## config.mk

```make
export PLATFORM = sky130hd
export DESIGN_NAME = cosmac_bus_master_flat
export DESIGN_NICKNAME = d
export VERILOG_FILES = /design/src/rtl/cosmac_bus_pkg.sv /design/src/rtl/cosmac_bus_master_if.sv /design/src/rtl/cosmac_sync.sv /design/src/rtl/cosmac_bus_master.sv /design/src/flat_wrapper.sv
export SDC_FILE = /design/constraint.sdc
export NUM_CORES = 1
export LEC_CHECK = 0
export ABC_AREA = 1
export CAP_MARGIN = 0
export CORE_MARGIN = 2
export CORE_UTILIZATION = 45
export CTS_CLUSTER_SIZE = 14
export DETAILED_ROUTE_END_ITERATION = 16
export GPL_ROUTABILITY_DRIVEN = 0
export GPL_TIMING_DRIVEN = 0
export PLACE_DENSITY = 0.82
export SETUP_SLACK_MARGIN = 0.02
export SLEW_MARGIN = 20
export SYNTH_ARGS = -nofsm -noshare
export SYNTH_HDL_FRONTEND = slang
export SYNTH_SLANG_ARGS = --single-unit
```

## constraint.sdc

```tcl
create_clock -name clk -period 2.2 [get_ports clk]
set_input_delay 0.33 -clock clk [delete_from_list [all_inputs] [get_ports clk]]
set_output_delay 0.33 -clock clk [all_outputs]
set_load 0.02 [all_outputs]
```

## src/rtl/cosmac_bus_pkg.sv

```systemverilog
`default_nettype none
// ============================================================================
// cosmac_bus_pkg -- shared state and phase definitions for the COSMAC master
// Rev 1.0
// ============================================================================
package cosmac_bus_pkg;

    typedef enum logic [1:0] {
        ST_IDLE = 2'd0,
        ST_ARM  = 2'd1,
        ST_RUN  = 2'd2
    } state_t;

    localparam logic [2:0] PH_MA_LO = 3'd2;
    localparam logic [2:0] PH_WDATA = 3'd3;
    localparam logic [2:0] PH_MWR   = 3'd5;
    localparam logic [2:0] PH_TPB   = 3'd6;
    localparam logic [2:0] PH_LAST  = 3'd7;

endpackage
`default_nettype wire

```

## src/rtl/cosmac_bus_master_if.sv

```systemverilog
`default_nettype none
// ============================================================================
// cosmac_bus_master_if -- local request/response port plus COSMAC bus pins
// Rev 1.0
// ============================================================================
interface cosmac_bus_master_if;

    logic        xclk;
    logic        nwait;
    logic        clr;
    logic        req_valid;
    logic        req_ready;
    logic        req_we;
    logic [15:0] req_addr;
    logic [7:0]  req_wdata;
    logic        rsp_valid;
    logic [7:0]  rsp_rdata;
    logic        rsp_err;
    logic        tpa;
    logic        tpb;
    logic [7:0]  ma;
    logic        nmrd;
    logic        nmwr;
    logic        db_oe;
    logic [7:0]  db_do;
    logic [7:0]  db_di;
    logic        busy;

    modport master (
        input  xclk, nwait, clr, req_valid, req_we, req_addr, req_wdata, db_di,
        output req_ready, rsp_valid, rsp_rdata, rsp_err,
        output tpa, tpb, ma, nmrd, nmwr, db_oe, db_do, busy
    );

    modport slave (
        output xclk, nwait, clr, req_valid, req_we, req_addr, req_wdata, db_di,
        input  req_ready, rsp_valid, rsp_rdata, rsp_err,
        input  tpa, tpb, ma, nmrd, nmwr, db_oe, db_do, busy
    );

endinterface
`default_nettype wire

```

## src/rtl/cosmac_sync.sv

```systemverilog
`default_nettype none
// ============================================================================
// cosmac_sync -- multi-flop synchronizer with rising-edge detect
// Rev 1.0
// ============================================================================
module cosmac_sync #(
    parameter int   SYNC_STAGES = 2,
    parameter logic RESET_VAL   = 1'b0
) (
    input  wire  clk,
    input  wire  resetn,
    input  wire  d_i,
    output logic q_o,
    output logic rise_o
);

    logic [SYNC_STAGES-1:0] sync_q;
    logic                   prev_q;

    always_ff @(posedge clk or negedge resetn) begin
        if (!resetn) begin
            sync_q <= {SYNC_STAGES{RESET_VAL}};
            prev_q <= RESET_VAL;
        end else begin
            sync_q[0] <= d_i;
            for (int i = 1; i < SYNC_STAGES; i++) begin
                sync_q[i] <= sync_q[i-1];
            end
            prev_q <= sync_q[SYNC_STAGES-1];
        end
    end

    assign q_o    = sync_q[SYNC_STAGES-1];
    assign rise_o = sync_q[SYNC_STAGES-1] & ~prev_q;

endmodule
`default_nettype wire

```

## src/rtl/cosmac_bus_master.sv

```systemverilog
`default_nettype none
// ============================================================================
// cosmac_bus_master -- 1802-style initiator: one request -> one 8-phase cycle
// Rev 1.0
// ============================================================================
module cosmac_bus_master
    import cosmac_bus_pkg::*;
#(
    parameter int SYNC_STAGES  = 2,
    parameter int WAIT_TIMEOUT = 1024
) (
    input wire                  clk,
    input wire                  resetn,
    cosmac_bus_master_if.master bus
);

    localparam int            CW          = (WAIT_TIMEOUT > 1) ? $clog2(WAIT_TIMEOUT) : 1;
    localparam logic [CW-1:0] C_WCNT_LAST = CW'((WAIT_TIMEOUT > 0) ? WAIT_TIMEOUT - 1 : 0);

    logic w_xclk_rise, w_xclk_lvl, w_nwait, w_nwait_rise, w_clr, w_clr_rise;
    logic w_unused;

    cosmac_sync #(.SYNC_STAGES(SYNC_STAGES), .RESET_VAL(1'b0)) u_sync_xclk (
        .clk(clk), .resetn(resetn), .d_i(bus.xclk), .q_o(w_xclk_lvl), .rise_o(w_xclk_rise));
    cosmac_sync #(.SYNC_STAGES(SYNC_STAGES), .RESET_VAL(1'b1)) u_sync_nwait (
        .clk(clk), .resetn(resetn), .d_i(bus.nwait), .q_o(w_nwait), .rise_o(w_nwait_rise));
    cosmac_sync #(.SYNC_STAGES(SYNC_STAGES), .RESET_VAL(1'b1)) u_sync_clr (
        .clk(clk), .resetn(resetn), .d_i(bus.clr), .q_o(w_clr), .rise_o(w_clr_rise));

    assign w_unused = &{1'b0, w_xclk_lvl, w_nwait_rise, w_clr_rise};

    state_t        state_q, state_d;
    logic [2:0]    ph_q, ph_d, w_ph_nxt;
    logic          we_q, we_d;
    logic [15:0]   addr_q, addr_d;
    logic [7:0]    wdata_q, wdata_d;
    logic [CW-1:0] wcnt_q, wcnt_d;
    logic          req_ready_q, req_ready_d, rsp_valid_q, rsp_valid_d, rsp_err_q, rsp_err_d;
    logic [7:0]    rsp_rdata_q, rsp_rdata_d, ma_q, ma_d, db_do_q, db_do_d;
    logic          tpa_q, tpa_d, tpb_q, tpb_d, nmrd_q, nmrd_d, nmwr_q, nmwr_d;
    logic          db_oe_q, db_oe_d, busy_q, busy_d;
    logic          w_tick, w_timeout, w_abort;

    // A tick is lost, not deferred, when nwait is low at the xclk edge: that is the freeze.
    assign w_tick    = w_xclk_rise & w_nwait;
    assign w_timeout = (WAIT_TIMEOUT != 0) && (state_q == ST_RUN) && !w_nwait &&
                       (wcnt_q == C_WCNT_LAST);
    assign w_abort   = (state_q != ST_IDLE) && (!w_clr || w_timeout);
    assign w_ph_nxt  = ph_q + 3'd1;

    always_comb begin
        state_d     = state_q;
        ph_d        = ph_q;
        we_d        = we_q;
        addr_d      = addr_q;
        wdata_d     = wdata_q;
        wcnt_d      = '0;
        rsp_valid_d = 1'b0;
        rsp_err_d   = 1'b0;
        rsp_rdata_d = rsp_rdata_q;
        tpa_d       = tpa_q;
        tpb_d       = tpb_q;
        ma_d        = ma_q;
        nmrd_d      = nmrd_q;
        nmwr_d      = nmwr_q;
        db_oe_d     = db_oe_q;
        db_do_d     = db_do_q;

        if (state_q == ST_RUN && !w_nwait) begin
            wcnt_d = wcnt_q + CW'(1);
        end

        if (w_abort) begin
            state_d     = ST_IDLE;
            rsp_valid_d = 1'b1;
            rsp_err_d   = 1'b1;
            rsp_rdata_d = '0;
            tpa_d       = 1'b0;
            tpb_d       = 1'b0;
            ma_d        = '0;
            nmrd_d      = 1'b1;
            nmwr_d      = 1'b1;
            db_oe_d     = 1'b0;
            db_do_d     = '0;
        end else begin
            case (state_q)
                ST_IDLE: begin
                    if (req_ready_q && bus.req_valid) begin
                        we_d    = bus.req_we;
                        addr_d  = bus.req_addr;
                        wdata_d = bus.req_wdata;
                        state_d = ST_ARM;
                    end
                end
                ST_ARM: begin
                    if (w_tick) begin
                        state_d = ST_RUN;
                        ph_d    = '0;
                        ma_d    = addr_q[15:8];
                        tpa_d   = 1'b1;
                        nmrd_d  = we_q;
                    end
                end
                ST_RUN: begin
                    if (w_tick && ph_q == PH_LAST) begin
                        state_d     = ST_IDLE;
                        nmrd_d      = 1'b1;
                        db_oe_d     = 1'b0;
                        rsp_valid_d = 1'b1;
                    end else if (w_tick) begin
                        ph_d = w_ph_nxt;
                        case (w_ph_nxt)
                            PH_MA_LO: begin
                                tpa_d = 1'b0;
                                ma_d  = addr_q[7:0];
                            end
                            PH_WDATA: begin
                                if (we_q) begin
                                    db_oe_d = 1'b1;
                                    db_do_d = wdata_q;
                                end
                            end
                            PH_MWR: begin
                                if (we_q) nmwr_d = 1'b0;
                            end
                            PH_TPB: tpb_d = 1'b1;
                            PH_LAST: begin
                                nmwr_d = 1'b1;
                                tpb_d  = 1'b0;
                                if (!we_q) rsp_rdata_d = bus.db_di;
                            end
                            default: ;
                        endcase
                    end
                end
                default: state_d = ST_IDLE;
            endcase
        end

        req_ready_d = (state_d == ST_IDLE) && w_clr;
        busy_d      = (state_d != ST_IDLE);
    end

    always_ff @(posedge clk or negedge resetn) begin
        if (!resetn) begin
            state_q     <= ST_IDLE;
            ph_q        <= '0;
            we_q        <= 1'b0;
            addr_q      <= '0;
            wdata_q     <= '0;
            wcnt_q      <= '0;
            req_ready_q <= 1'b0;
            rsp_valid_q <= 1'b0;
            rsp_err_q   <= 1'b0;
            rsp_rdata_q <= '0;
            tpa_q       <= 1'b0;
            tpb_q       <= 1'b0;
            ma_q        <= '0;
            nmrd_q      <= 1'b1;
            nmwr_q      <= 1'b1;
            db_oe_q     <= 1'b0;
            db_do_q     <= '0;
            busy_q      <= 1'b0;
        end else begin
            state_q     <= state_d;
            ph_q        <= ph_d;
            we_q        <= we_d;
            addr_q      <= addr_d;
            wdata_q     <= wdata_d;
            wcnt_q      <= wcnt_d;
            req_ready_q <= req_ready_d;
            rsp_valid_q <= rsp_valid_d;
            rsp_err_q   <= rsp_err_d;
            rsp_rdata_q <= rsp_rdata_d;
            tpa_q       <= tpa_d;
            tpb_q       <= tpb_d;
            ma_q        <= ma_d;
            nmrd_q      <= nmrd_d;
            nmwr_q      <= nmwr_d;
            db_oe_q     <= db_oe_d;
            db_do_q     <= db_do_d;
            busy_q      <= busy_d;
        end
    end

    assign bus.req_ready = req_ready_q;
    assign bus.rsp_valid = rsp_valid_q;
    assign bus.rsp_rdata = rsp_rdata_q;
    assign bus.rsp_err   = rsp_err_q;
    assign bus.tpa       = tpa_q;
    assign bus.tpb       = tpb_q;
    assign bus.ma        = ma_q;
    assign bus.nmrd      = nmrd_q;
    assign bus.nmwr      = nmwr_q;
    assign bus.db_oe     = db_oe_q;
    assign bus.db_do     = db_do_q;
    assign bus.busy      = busy_q;

endmodule
`default_nettype wire

```

## src/flat_wrapper.sv

```systemverilog
// flat-port wrapper written by rule: the top's interface ports become plain ports
module cosmac_bus_master_flat import cosmac_bus_pkg::*;
#(
    parameter int SYNC_STAGES  = 2,
    parameter int WAIT_TIMEOUT = 1024
)
  (clk, resetn, bus_xclk, bus_nwait, bus_clr, bus_req_valid, bus_req_we, bus_req_addr, bus_req_wdata, bus_db_di, bus_req_ready, bus_rsp_valid, bus_rsp_rdata, bus_rsp_err, bus_tpa, bus_tpb, bus_ma, bus_nmrd, bus_nmwr, bus_db_oe, bus_db_do, bus_busy);
  cosmac_bus_master_if bus_i ();
  input wire clk;
  input wire resetn;
  input wire logic [$bits(bus_i.xclk)-1:0] bus_xclk;
  input wire logic [$bits(bus_i.nwait)-1:0] bus_nwait;
  input wire logic [$bits(bus_i.clr)-1:0] bus_clr;
  input wire logic [$bits(bus_i.req_valid)-1:0] bus_req_valid;
  input wire logic [$bits(bus_i.req_we)-1:0] bus_req_we;
  input wire logic [$bits(bus_i.req_addr)-1:0] bus_req_addr;
  input wire logic [$bits(bus_i.req_wdata)-1:0] bus_req_wdata;
  input wire logic [$bits(bus_i.db_di)-1:0] bus_db_di;
  output wire logic [$bits(bus_i.req_ready)-1:0] bus_req_ready;
  output wire logic [$bits(bus_i.rsp_valid)-1:0] bus_rsp_valid;
  output wire logic [$bits(bus_i.rsp_rdata)-1:0] bus_rsp_rdata;
  output wire logic [$bits(bus_i.rsp_err)-1:0] bus_rsp_err;
  output wire logic [$bits(bus_i.tpa)-1:0] bus_tpa;
  output wire logic [$bits(bus_i.tpb)-1:0] bus_tpb;
  output wire logic [$bits(bus_i.ma)-1:0] bus_ma;
  output wire logic [$bits(bus_i.nmrd)-1:0] bus_nmrd;
  output wire logic [$bits(bus_i.nmwr)-1:0] bus_nmwr;
  output wire logic [$bits(bus_i.db_oe)-1:0] bus_db_oe;
  output wire logic [$bits(bus_i.db_do)-1:0] bus_db_do;
  output wire logic [$bits(bus_i.busy)-1:0] bus_busy;
  assign bus_i.xclk = bus_xclk;
  assign bus_i.nwait = bus_nwait;
  assign bus_i.clr = bus_clr;
  assign bus_i.req_valid = bus_req_valid;
  assign bus_i.req_we = bus_req_we;
  assign bus_i.req_addr = bus_req_addr;
  assign bus_i.req_wdata = bus_req_wdata;
  assign bus_i.db_di = bus_db_di;
  assign bus_req_ready = bus_i.req_ready;
  assign bus_rsp_valid = bus_i.rsp_valid;
  assign bus_rsp_rdata = bus_i.rsp_rdata;
  assign bus_rsp_err = bus_i.rsp_err;
  assign bus_tpa = bus_i.tpa;
  assign bus_tpb = bus_i.tpb;
  assign bus_ma = bus_i.ma;
  assign bus_nmrd = bus_i.nmrd;
  assign bus_nmwr = bus_i.nmwr;
  assign bus_db_oe = bus_i.db_oe;
  assign bus_db_do = bus_i.db_do;
  assign bus_busy = bus_i.busy;
  cosmac_bus_master #(.SYNC_STAGES(SYNC_STAGES), .WAIT_TIMEOUT(WAIT_TIMEOUT)) u_core (.clk(clk), .resetn(resetn), .bus(bus_i));
endmodule
```

Yosys cells after proc, flatten, opt, wreduce, memory -nomap -nowiden

Index checks and enable logic that the tools add are counted.

$add $sub $neg: 2
Eq/ne operators: 20
Muxes and demuxes: 59
Bitwise operators: 4
Reductions and logical operators: 34

Operator list:

| operator                | count |
|---|---|
| $mux W8                 | 17 |
| $mux W1                 | 27 |
| $reduce_and A5 Y1       | 5 |
| $reduce_bool A3 Y1      | 6 |
| $pmux W8 S2             | 1 |
| $reduce_bool A2 Y1      | 8 |
| $eq A3 B3 Y1 const B    | 4 |
| $add A10 B1 Y10 const B | 1 |
| $eq A10 B10 Y1 const B  | 1 |
| $mux W10                | 1 |
| $mux W3                 | 3 |
| $ne A3 B1 Y1 const B    | 3 |
| $ne A3 B2 Y1 const B    | 3 |
| $mux W2                 | 4 |
| $pmux W1 S2             | 4 |
| $reduce_and A4 Y1       | 2 |
| $eq A3 B2 Y1 const B    | 2 |
| $logic_and A1 B1 Y1     | 6 |
| $ne A2 B1 Y1 const B    | 3 |
| $pmux W2 S3             | 1 |
| $pmux W3 S2             | 1 |
| $reduce_and A3 Y1       | 2 |
| $logic_not A2 Y1        | 2 |
| $ne A2 B2 Y1 const B    | 2 |
| 7 further kinds         | 10 |

Bits in registers: 80
Input port bits: 39
Output and inout bits: 33
Logic and storage cells: 141

Logic depth before layout (Yosys ltp)

Gate-level depths: netlist of run 1.

Depth in word-level cells: 9
Mapped depth: 12

Modules after synthesis

Synthesis of run 1 repeated with hierarchy kept, for this count alone.

Cells, all modules: 334
Area total of the unflattened synthesis: 3,524.6 um^2

By module, submodules not included:

| module                              | instances | cells each | area an instance (um^2) |
|---|---|---|---|
| cosmac_bus_master                   | 1         | 319        | 3,261.9 |
| cosmac_sync (u_core.u_sync_clr ...) | 2         | 5          | 88.8 |
| cosmac_sync (u_core.u_sync_xclk)    | 1         | 5          | 85.1 |

Worst setup path before layout of run 1

No wires, ideal clock.

Path kind: register -> register
Start point: reg u_core.state_q[0]
End point: reg u_core.ma_q[1] (netlist: u_core.bus.ma[1])
Library setup time: 0.118 ns
Arrival: 1.794 ns
Data required time: 2.082 ns
Path slack: 0.289 ns
Stages on the path, launching flop included: 12
Buffers on the path: 2
Clock period less this slack: 1.911 ns
Cells stage by stage: dfrtp_1 inv_1 ha_1 inv_2 nor2_4 nand4_1 nand2_2 nand2_4 buf_6 buf_2 a21oi_1 inv_1

Cells in the longest elaborated chain, start to end: 7
Elaborated cells on any way between the ends: 15

Ends and longest elaborated chain:

| item                                                 | line                                             | RTL |
|---|---|---|
| start: declaration                                   | cosmac_bus_master.sv:32                          | `state_t state_q, state_d;` |
| start signal: assignment                             | cosmac_bus_master.sv:165                         | `state_q <= state_d;` |
| $eq A2 B2 Y1                                         | cosmac_bus_master.sv:46, cosmac_bus_master.sv:86 |  |
| $logic_and A1 B1 Y1 (2 in a row)                     | cosmac_bus_master.sv:46                          | `assign w_timeout = (WAIT_TIMEOUT != 0) && (state_q == ST_RUN) && !w_nwait &&` |
| $logic_or A1 B1 Y1                                   | cosmac_bus_master.sv:48                          | `assign w_abort = (state_q != ST_IDLE) && (!w_clr \|\| w_timeout);` |
| $logic_and A1 B1 Y1                                  | cosmac_bus_master.sv:48                          |  |
| $ne A3 B1 Y1 (no line), or another cell as far along | --                                               |  |
| $reduce_and A5 Y1 (no line)                          | --                                               |  |
| end signal: assignment                               | cosmac_bus_master.sv:177                         | `ma_q <= ma_d;` |
| end: declaration                                     | cosmac_bus_master.sv:39                          | `logic [7:0] rsp_rdata_q, rsp_rdata_d, ma_q, ma_d, db_do_q, db_do_d;` |

Parallel ways exist; a longest one is shown, timed or not.
A chain may end at the register's enable or synchronous reset.

Worst setup path in the final report of run 1

Start point: reg u_core.state_q[0]
End point: reg u_core.db_do_q[1] (netlist: u_core.bus.db_do[1])

Cells in the longest elaborated chain, start to end: 7
Elaborated cells on any way between the ends: 13

Ends and longest elaborated chain:

| item                                                                | line                                             | RTL |
|---|---|---|
| $eq A2 B2 Y1                                                        | cosmac_bus_master.sv:46, cosmac_bus_master.sv:86 |  |
| $logic_and A1 B1 Y1 (2 in a row)                                    | cosmac_bus_master.sv:46                          |  |
| $logic_or A1 B1 Y1                                                  | cosmac_bus_master.sv:48                          |  |
| $logic_and A1 B1 Y1                                                 | cosmac_bus_master.sv:48                          |  |
| $ne A2 B1 Y1 (no line) / $reduce_bool A2 Y1 (equally long branches) | --                                               |  |
| $reduce_and A5 Y1 (no line)                                         | --                                               |  |
| end signal: assignment                                              | cosmac_bus_master.sv:181                         | `db_do_q <= db_do_d;` |
| end: declaration                                                    | cosmac_bus_master.sv:39                          |  |

Parallel ways exist; a longest one is shown, timed or not.

==> reports/results.ini, run 1 <==
[logic_synthesis]
synth.largest_area_cell=dfrtp_1
synth_nets=488
synthCells=439
yosys_warnings=0
synthesis.area_um2=3730
synthTopCellsByArea=dfrtp_1 50%, nand2_1 14%, inv_1 5.8%
synthDistinctLibCells=31
synth_area_per_cell_um2=8.49
ys_ff_latch=80
synth_top_cell_area_share=0.497
yosysSeqAreaShare=0.539

[grt]
grt_start_max_net_pins=42
grtUsageTotal=0.191
grt_pass1_wl_um=13400
grt_pass1_vias=3037
antenna_found_initial=0
globalRouteOverflowTotal=0

[place]
place_area_um2=4590
dp_hpwl_um=5840
port_buffers=71

[worst_setup_path]
max_stage_delay_ps=430
cp_slowest_cell=dfrtp_2
path_class=flip-flop to flip-flop
reg2reg_to=u_core.bus.db_do[1]$_DFFE_PN0P_
endpoint_kind=flip-flop
crit_start=u_core.state_q[0]$_DFF_PN0_
reg2reg_depth=11
path_max_fanout=10
start_kind=flip-flop
path_cells=inv_2 > ha_4 > inv_2 > nor2_4 > nand4_1 > nand2_2 > nand2_4 > o21ai_2 > nand3_4 > nand2_1 > nand2_1
worstSetupEndpoint=u_core.bus.db_do[1]$_DFFE_PN0P_
rr_startpoint=u_core.state_q[0]$_DFF_PN0_
cp_data_required_time_ps=2440
worst-r2r-setup-slack_ps=210
arrival_ps=2230

[cts]
cts_tree=done
clock_latency_ps=350
cts.clk_slew.worst_paths_ps=80
clk_path_buf_depth=2
cts-htree-levels=3
cts_made_buffers=9
clockRootBuffer=clkbuf_8
numClockSinks=80

[floorplanning]
ios=72
core-area_um2=8130
die_h_um=95.0
dieArea_um2=9030
die_w_um=95.0
core.rowCount=33
initial_core_util=0.458

[sta]
fin_crit_sh=0.906
rsz0062_at_grt=no
fmax_mhz=502
slew_headroom=0.648
setup_viol=0
finalHoldViolCount=0
fin_skew_ps=9.93
setup_tns_ps=0
min_period_ps=1990
worstMarginPinSlew_ps=528
slew_viol_final=0

[finish]
syn2layout_area_growth_pct=31.3
drive_above_1_share=0.100
antenna_cells=0
fill_cells=724
fin_area_um2=4900
fin_nets=574

[min_path]
min_path_cells=0
holdCritPathClass=flip-flop to flip-flop

[detailed_routing]
vias=3122
drtIter0Drc=169
drt-pass1-iter-count=4
viasPerCell=4.92
wl_per_cell_um=12.9
ant_nets=0
drcViolationCount=0
wl_um=8190

[power]
p_leak_nw=2.36
ir_worst_vdd_mv=0.594
powerDensity_nw_per_um2=1170

[status]
status=finished, final reports clean

[flow_run]
maxCapViolations=0

==> state kept, by name, indices dropped and copies added, names as in the netlist, 2 cells and up <==
name,count
u_core.addr_q,16
u_core.bus.db_do,8
u_core.bus.ma,8
u_core.bus.rsp_rdata,8
u_core.ph_q,3
u_core.state_q,2
u_core.u_sync_clr.sync_q,2
u_core.u_sync_nwait.sync_q,2
u_core.u_sync_xclk.sync_q,2
u_core.wcnt_q,10
u_core.wdata_q,8
==> per-stage QoR <==
step	total power, mW	setup WS [ps]	hold slack (ps)	utilization	instances
2_1_floorplan	3.51	289	34.4	-	439
3_3_place_gp	4.27	-1860	337	0.562	615
3_5_place_dp	4.36	-187	341	0.564	616
4_1_cts	5.74	27.1	360	0.599	634
5_1_grt	6.13	16.8	365	0.602	635
6_report	5.73	207	357	0.602	635
==> worst max-delay path, delay by kind of cell, from the launching register on <==
kind                       cells  cell delay, ps
and+or+nand+nor                7             870
DFF                            1             430
buffers and inverters          2             210
AOI/OAI and AO/OA              1             200
adders and majority gates      1             170
==> cells by family after synthesis <==
group | after synthesis | synth area share
AO/OA/AOI/OAI | 60 | 0.0839
XOR/XNOR | 1 | 0.00235
adder cells (fa/ha/maj) | 10 | 0.0336
AND/OR/NAND/NOR | 216 | 0.259
flip-flops | 80 | 0.539
buffers and inverters | 72 | 0.0822
==> power by group <==
part	total, mW	switching (mW)	internal (mW)	leakage [nW]
Sequential	2.18	0.244	1.93	0.996
Combinational	2.22	1.32	0.893	1.24
Clock	1.33	0.541	0.790	0.123
==> final cells by class <==
type | count | area, um2 | share of cell area
Inverter | 60 | 225 | 0.0460
Tap cell | 105 | 131 | 0.0268
Clock inverter | 6 | 115 | 0.0235
Buffer | 11 | 76.3 | 0.0156
Timing Repair Buffer | 76 | 761 | 0.155
Clock buffer | 10 | 138 | 0.0281
Sequential cell | 80 | 2010 | 0.411
Multi-Input combinational cell | 287 | 1440 | 0.294
==> cell usage in the layout, fill, tap and decap left out, types with 2 or more instances in the layout <==
cell | Yosys | routed
nand3_2 | 2 | 2
nor2_1 | 31 | 30
nand2_4 | 2 | 3
o21ai_1 | 4 | 4
clkdlybuf4s50_1 | 0 | 70
a21oi_1 | 34 | 34
ha_1 | 10 | 9
o21ai_0 | 18 | 18
nand3_1 | 13 | 13
bufinv_16 | 0 | 3
clkbuf_1 | 6 | 6
inv_2 | 2 | 3
dfstp_2 | 6 | 6
buf_6 | 3 | 3
nor2_2 | 2 | 2
buf_4 | 0 | 4
nand4_1 | 20 | 20
nor2_4 | 1 | 2
clkbuf_8 | 0 | 10
nand3b_1 | 2 | 2
inv_1 | 58 | 57
nand2_2 | 3 | 3
nand2_1 | 136 | 135
dfrtp_1 | 74 | 73
==> cell usage after synthesis <==
cell type	n
a211oi_1	1
a21oi_1	34
a21oi_2	1
and2_1	1
buf_2	2
buf_6	3
buf_8	1
clkbuf_1	6
dfrtp_1	74
dfstp_2	6
ha_1	10
inv_1	58
inv_2	2
nand2_1	136
nand2_2	3
nand2_4	2
nand2_8	1
nand3_1	13
nand3_2	2
nand3_4	1
nand3b_1	2
nand4_1	20
nor2_1	31
nor2_2	2
nor2_4	1
nor3_1	1
o211ai_1	1
o21ai_0	18
o21ai_1	4
o21ai_2	1
xor2_1	1
==> worst min-delay path by stage <==
stage	slack (ps)	startpoint	end
4_1_cts	360	u_core.u_sync_clr.sync_q[0]$_DFF_PN1_	u_core.u_sync_clr.sync_q[1]$_DFF_PN1_
3_5_place_dp	340	u_core.u_sync_xclk.sync_q[0]$_DFF_PN0_	u_core.u_sync_xclk.sync_q[1]$_DFF_PN0_
5_1_grt	360	u_core.u_sync_clr.sync_q[0]$_DFF_PN1_	u_core.u_sync_clr.sync_q[1]$_DFF_PN1_
6_report	360	u_core.u_sync_xclk.sync_q[0]$_DFF_PN0_	u_core.u_sync_xclk.sync_q[1]$_DFF_PN0_
2_1_floorplan	30	resetn	u_core.addr_q[0]$_DFFE_PN0P_
3_3_place_gp	340	u_core.u_sync_xclk.sync_q[0]$_DFF_PN0_	u_core.u_sync_xclk.sync_q[1]$_DFF_PN0_
==> per-layer routing <==
layer  wire, um  part of all wire  global-route usage
met4        105             0.013              0.0616
met3        381             0.046              0.0387
met2       3930              0.48               0.322
met5          0                 0                   0
met1       3780              0.46               0.248
==> repair_timing <==
action,CTS,global route
endpoints found under the setup margin,38,39
pin swaps,0,2
hold endpoints to repair,37,0
gates resized for setup,4,4
buffers inserted,1,2
hold buffers,1,0
(Power assumes the default switching activity.)
==> inputs of run 2 (changes only) <==
- HOLD_SLACK_MARGIN: not set -> 0.12
- clock period: 2.2 -> 2.4 ns (I/O delays scaled with it)
==> reports/results.ini, run 2 (same netlist as run 1, synthesis figures left out) <==
[cts]
cts-htree-levels=3
cts_made_buffers=9
cts.clk_slew.worst_paths_ps=80
clockRootBuffer=clkbuf_8
clock_latency_ps=360
cts_tree=done
numClockSinks=80
clk_path_buf_depth=2

[finish]
final_common_cell=nand2_1
fill_cells=722
top_register=u_core.addr_q
drive_above_1_share=0.0945
multi_input_area_um2=1440
regArea_um2=2010
final_cell_mix=135 x nand2_1, 74 x dfrtp_1, 70 x clkdlybuf4s50_1, 58 x inv_1, 34 x a21oi_1
largest_register_ffs=16
fin_nets=573
syn2layout_area_growth_pct=30.9
antenna_cells=0
reg_top3=u_core.addr_q: 16 flops, u_core.wcnt_q: 10 flops

[detailed_routing]
drtIter0Drc=145
vias=3095
drcViolationCount=0
viasPerCell=4.88
ant_nets=0
wl_um=8240
drt-pass1-iter-count=4
wl_per_cell_um=13.0

[place]
port_buffers=71
dp_hpwl_um=5840
pre_cts_slack_ps=-17.1

[sta]
slew_viol_final=0
fmax_mhz=451
min_period_ps=2220
rsz0062_at_grt=no
worstMarginPinSlew_ps=528
fin_ws_ps=184
slew_headroom=0.648
finalHoldViolCount=0
fin_crit_sh=0.923
fin_skew_ps=10.1
setup_viol=0

[worst_setup_path]
endpoint_kind=flip-flop
cp_data_required_time_ps=2640
worstSetupEndpoint=u_core.bus.ma[3]$_DFFE_PN0P_
path_class=flip-flop to flip-flop
crit_start=u_core.state_q[0]$_DFF_PN0_
reg2reg_depth=11
rr_startpoint=u_core.state_q[0]$_DFF_PN0_
arrival_ps=2460
worst-r2r-setup-slack_ps=180
start_kind=flip-flop
reg2reg_to=u_core.bus.ma[3]$_DFFE_PN0P_
path_max_fanout=10

[grt]
grtUsageTotal=0.192
grt_pass1_vias=3034
globalRouteOverflowTotal=0
antenna_found_initial=0
grt_pass1_wl_um=13400
grt_start_max_net_pins=42

[floorplanning]
core-area_um2=8130
die_h_um=95.0
initial_core_util=0.458
die_w_um=95.0
dieArea_um2=9030
core.rowCount=33
ios=72

[power]
p_leak_nw=2.35
powerDensity_nw_per_um2=1080
power_mw=5.25
ir_worst_vdd_mv=0.544

[status]
status=finished, final reports clean

[flow_run]
maxCapViolations=0

[min_path]
hold_path_startpoint=u_core.u_sync_xclk.sync_q[0]$_DFF_PN0_
holdCritPathClass=flip-flop to flip-flop

-- run 2: changes by cell type in the layout (fill, tap and decap cells not counted) --
cell     previous run  this run
inv_1              57        58
nor2_4              2         1
buf_2               1         2
nor2_2              2         3
dfrtp_2             1         0
dfrtp_1            73        74
inv_2               3         2
buf_4               4         2
-- run 2: metrics by stage --
| stage | hold WS (ps) | util | cells | setup TNS (ps) | instance area, um2 |
|---|---|---|---|---|---|
| floorplan | 64.4 | - | 439 | 0 | 3730 |
| global placement | 337 | 0.562 | 615 | -129220 | 4570 |
| detailed placement | 341 | 0.564 | 616 | -17.1 | 4590 |
| CTS | 360 | 0.596 | 633 | 0 | 4850 |
| global route | 365 | 0.600 | 634 | 0 | 4880 |
| finish | 357 | 0.600 | 634 | 0 | 4880 |
-- run 2: what timing repair did --
action	in CTS	in global routing
endpoints found under the setup margin	0	37
gates resized for setup	0	5
setup buffers	0	1
hold endpoints to repair	37	0
hold buffers	1	0
-- run 2: critical path: stages (launching register included) --
cell	delay (ps)
dfrtp_1	460
inv_1	190
ha_4	200
inv_2	120
nor2_4	170
nand4_1	130
nand2_2	130
nand2_4	120
buf_6	170
buf_2	190
a21oi_1	170
inv_1	60
-- run 2: layout make-up --
cell class / instances / area share
Tap cell: 105 / 0.0269
Multi-Input combinational cell: 287 / 0.294
Buffer: 12 / 0.0167
Sequential cell: 80 / 0.412
Timing Repair Buffer: 74 / 0.153
Clock buffer: 10 / 0.0282
Clock inverter: 6 / 0.0236
Inverter: 60 / 0.0461
-- run 2: how the worst min path moves through the flow --
stage	end	cells after the start
2_1_floorplan	u_core.addr_q[0]$_DFFE_PN0P_	0
3_3_place_gp	u_core.u_sync_xclk.sync_q[1]$_DFF_PN0_	0
3_5_place_dp	u_core.u_sync_xclk.sync_q[1]$_DFF_PN0_	0
4_1_cts	u_core.u_sync_clr.sync_q[1]$_DFF_PN1_	0
5_1_grt	u_core.u_sync_clr.sync_q[1]$_DFF_PN1_	0
6_report	u_core.u_sync_xclk.sync_q[1]$_DFF_PN0_	0
-- run 2: routing by layer --
layer  GRT usage  vias to the layer above  wire, um
met3      0.0403                       12       398
met1       0.250                     1448      3790
li1            -                     1559         -
met4      0.0628                        0       118
met5           0                        -         0
met2       0.322                       76      3930
-- run 2: where the power goes --
part / leakage [nW] / internal, mW / switching [mW] / total (mW)
Combinational: 1.23 / 0.812 / 1.21 / 2.02
Sequential: 0.997 / 1.77 / 0.231 / 2.00
Clock: 0.123 / 0.725 / 0.503 / 1.23
Total: 2.35 / 3.31 / 1.94 / 5.25
==> inputs of run 3 (changes only) <==
- ABC_AREA: 1 -> 0
- CORE_MARGIN: 2 -> 3
- PLACE_DENSITY: 0.82 -> 0.83
==> reports/results.ini, run 3 <==
[status]
status=finished, final reports clean

[grt]
grt_pass1_wl_um=11500
grt_start_max_net_pins=55
grt_pass1_vias=2519
globalRouteOverflowTotal=0
antenna_found_initial=0
grtUsageTotal=0.170

[finish]
syn2layout_area_growth_pct=35.1
drive_above_1_share=0.234
antenna_cells=0
fin_area_um2=4660
largest_register_ffs=16
top_register=u_core.addr_q
fin_nets=403
final_cell_mix=72 x dfrtp_1, 70 x clkdlybuf4s50_1, 27 x mux2_2, 21 x nor2_1, 18 x a22o_1
final_common_cell=dfrtp_1
fin_util=0.635
reg_top3=u_core.addr_q: 16 flops, u_core.wcnt_q: 10 flops
final_cells=458

[floorplanning]
core-area_um2=7330
initial_core_util=0.470
die_w_um=93.5
core.rowCount=31
dieArea_um2=8750
die_h_um=93.5
ios=72

[logic_synthesis]
synth_compound_area_frac=0.125
ys.flop_type=dfrtp_1
synthDistinctLibCells=48
synth_nets=309
synth.most_common_cell=dfrtp_1
async_reset_ff_frac=1.00
synth_top_family_by_area=compound AO/OA/AOI/OAI gates
synthesis.area_um2=3450
yosys-mux-area-fraction=0.118
yosys-top-cells-count=74 x dfrtp_1, 27 x mux2_2, 21 x nor2_1
synth_area_per_cell_um2=13.3
synth.largest_area_cell=dfrtp_1
synthXorXnorAreaFrac=0.0152
synthTopCellsByArea=dfrtp_1 54%, mux2_2 8.8%, dfstp_2 4.6%
ys_ff_latch=80
synth_edf_count=0
yosysSeqAreaShare=0.583
synthAdderAreaFrac=0.0363
synthCells=260
synthSimpleGateAreaFrac=0.0998
synth_top_cell_area_share=0.537
yosys_warnings=0

[detailed_routing]
wl_per_cell_um=15.9
drt-pass1-iter-count=4
drtIter0Drc=88
viasPerCell=5.26
vias=2407
ant_nets=0
drcViolationCount=0
wl_um=7300

[worst_setup_path]
path_max_fanout=8
start_kind=flip-flop
endpoint_kind=flip-flop
reg2reg_depth=6
path_class=flip-flop to flip-flop
reg2reg_to=u_core.bus.db_do[5]$_DFFE_PN0P_
arrival_ps=2570
worst-r2r-setup-slack_ps=110
rr_startpoint=u_core.ph_q[0]$_DFFE_PN0P_
cp_data_required_time_ps=2680

[sta]
fin_crit_sh=0.954
slew_headroom=0.543
min_period_ps=2290
fin_skew_ps=12.9
fmax_mhz=437
rsz0062_at_grt=no
setup_viol=0
finalHoldViolCount=0
worstMarginPinSlew_ps=685
fin_ws_ps=111
whs_ps=356
slew_viol_final=0

[cts]
numClockSinks=80
clock_latency_ps=350
clockRootBuffer=clkbuf_8
cts_tree=done
clk_path_buf_depth=2
cts-htree-levels=3
cts_made_buffers=9
cts.clk_slew.worst_paths_ps=80

[min_path]
holdCritPathClass=flip-flop to flip-flop
whs_endpoint=u_core.u_sync_xclk.sync_q[1]$_DFF_PN0_
min_path_cells=0
hold_path_startpoint=u_core.u_sync_xclk.sync_q[0]$_DFF_PN0_

[power]
p_seq_frac=0.432
powerDensity_nw_per_um2=967
p_leak_nw=1.94
switchingPower_mw=1.45
p_int_mw=3.06
pwr-share-comb=0.343
p_sw_frac=0.321
ir_worst_vdd_mv=0.668
pwr-share-clk=0.225

[place]
pre_cts_slack_ps=-1.58
port_buffers=71
dp.cells=431
place_area_um2=4310
dp_hpwl_um=5090

[flow_run]
maxCapViolations=0

## run 3: routing by layer
metal / up-vias / share of wire / GRT usage
li1: 1135 / - / -
met1: 1204 / 0.43 / 0.201
met2: 60 / 0.51 / 0.289
met3: 8 / 0.052 / 0.0531
met4: 0 / 0.011 / 0.0635
met5: - / 0 / 0
## run 3: worst max path at each step
stage | from | to | slack [ps]
after floorplan | u_core.state_q[0]$_DFF_PN0_ | u_core.bus.db_oe$_DFFE_PN0P_ | 250
after global placement | resetn | u_core.bus.rsp_rdata[1]$_DFFE_PN0P_ | -1770
after detailed placement | u_core.state_q[0]$_DFF_PN0_ | u_core.bus.db_do[5]$_DFFE_PN0P_ | -2
after CTS | u_core.state_q[0]$_DFF_PN0_ | u_core.bus.db_oe$_DFFE_PN0P_ | -0.2
after global routing | u_core.ph_q[0]$_DFFE_PN0P_ | u_core.bus.db_do[5]$_DFFE_PN0P_ | 20
final | u_core.ph_q[0]$_DFFE_PN0P_ | u_core.bus.db_do[5]$_DFFE_PN0P_ | 110
## run 3: final cells by class
type / count / area (um2)
Timing Repair Buffer: 81 / 806
Sequential cell: 80 / 2010
Clock inverter: 5 / 55.1
Fill cell: 531 / 2680
Buffer: 9 / 50.0
Inverter: 8 / 42.5
Multi-Input combinational cell: 165 / 1420
Clock buffer: 11 / 151
Tap cell: 99 / 124
## run 3: power groups by stage
stage / Combinational [mW] / Clock (mW) / Sequential [mW]
3_3_place_gp: 1.41 / 0 / 1.95
5_1_grt: 1.69 / 1.09 / 1.99
2_1_floorplan: 0.828 / 0 / 2.04
6_report: 1.54 / 1.01 / 1.95
4_1_cts: 1.48 / 1.03 / 1.94
3_5_place_dp: 1.47 / 0 / 1.96
## run 3: cell families after synthesis
kind of cell             Yosys count
flip-flops                        80
AND/OR/NAND/NOR                   59
AO/OA/AOI/OAI                     52
multiplexers                      36
buffers and inverters             17
adder cells (fa/ha/maj)           10
XOR/XNOR                           6
## run 3: worst max-delay path, cell delays in order, from the launching register on
cell and delay [ps]:
dfrtp_1 420, ha_1 230, ha_1 270, clkbuf_1 190, nor3_1 500, nor3b_4 410
a22o_1 200
## run 3: through the flow
stage / total power [mW] / setup TNS [ps]
detailed placement: 3.43 / -1.58
finish: 4.50 / 0
global placement: 3.35 / -135620
global route: 4.76 / 0
CTS: 4.44 / -0.157
floorplan: 2.87 / 0
## run 3: repair_timing
item                                   4_1_cts  5_1_grt
buffers inserted                             0        8
hold buffers                                 1        0
setup endpoints to repair                    9       37
endpoints found under the hold margin       21        0
resized for setup                            0       11
cloned                                       1        1
pin swaps                                    1        3
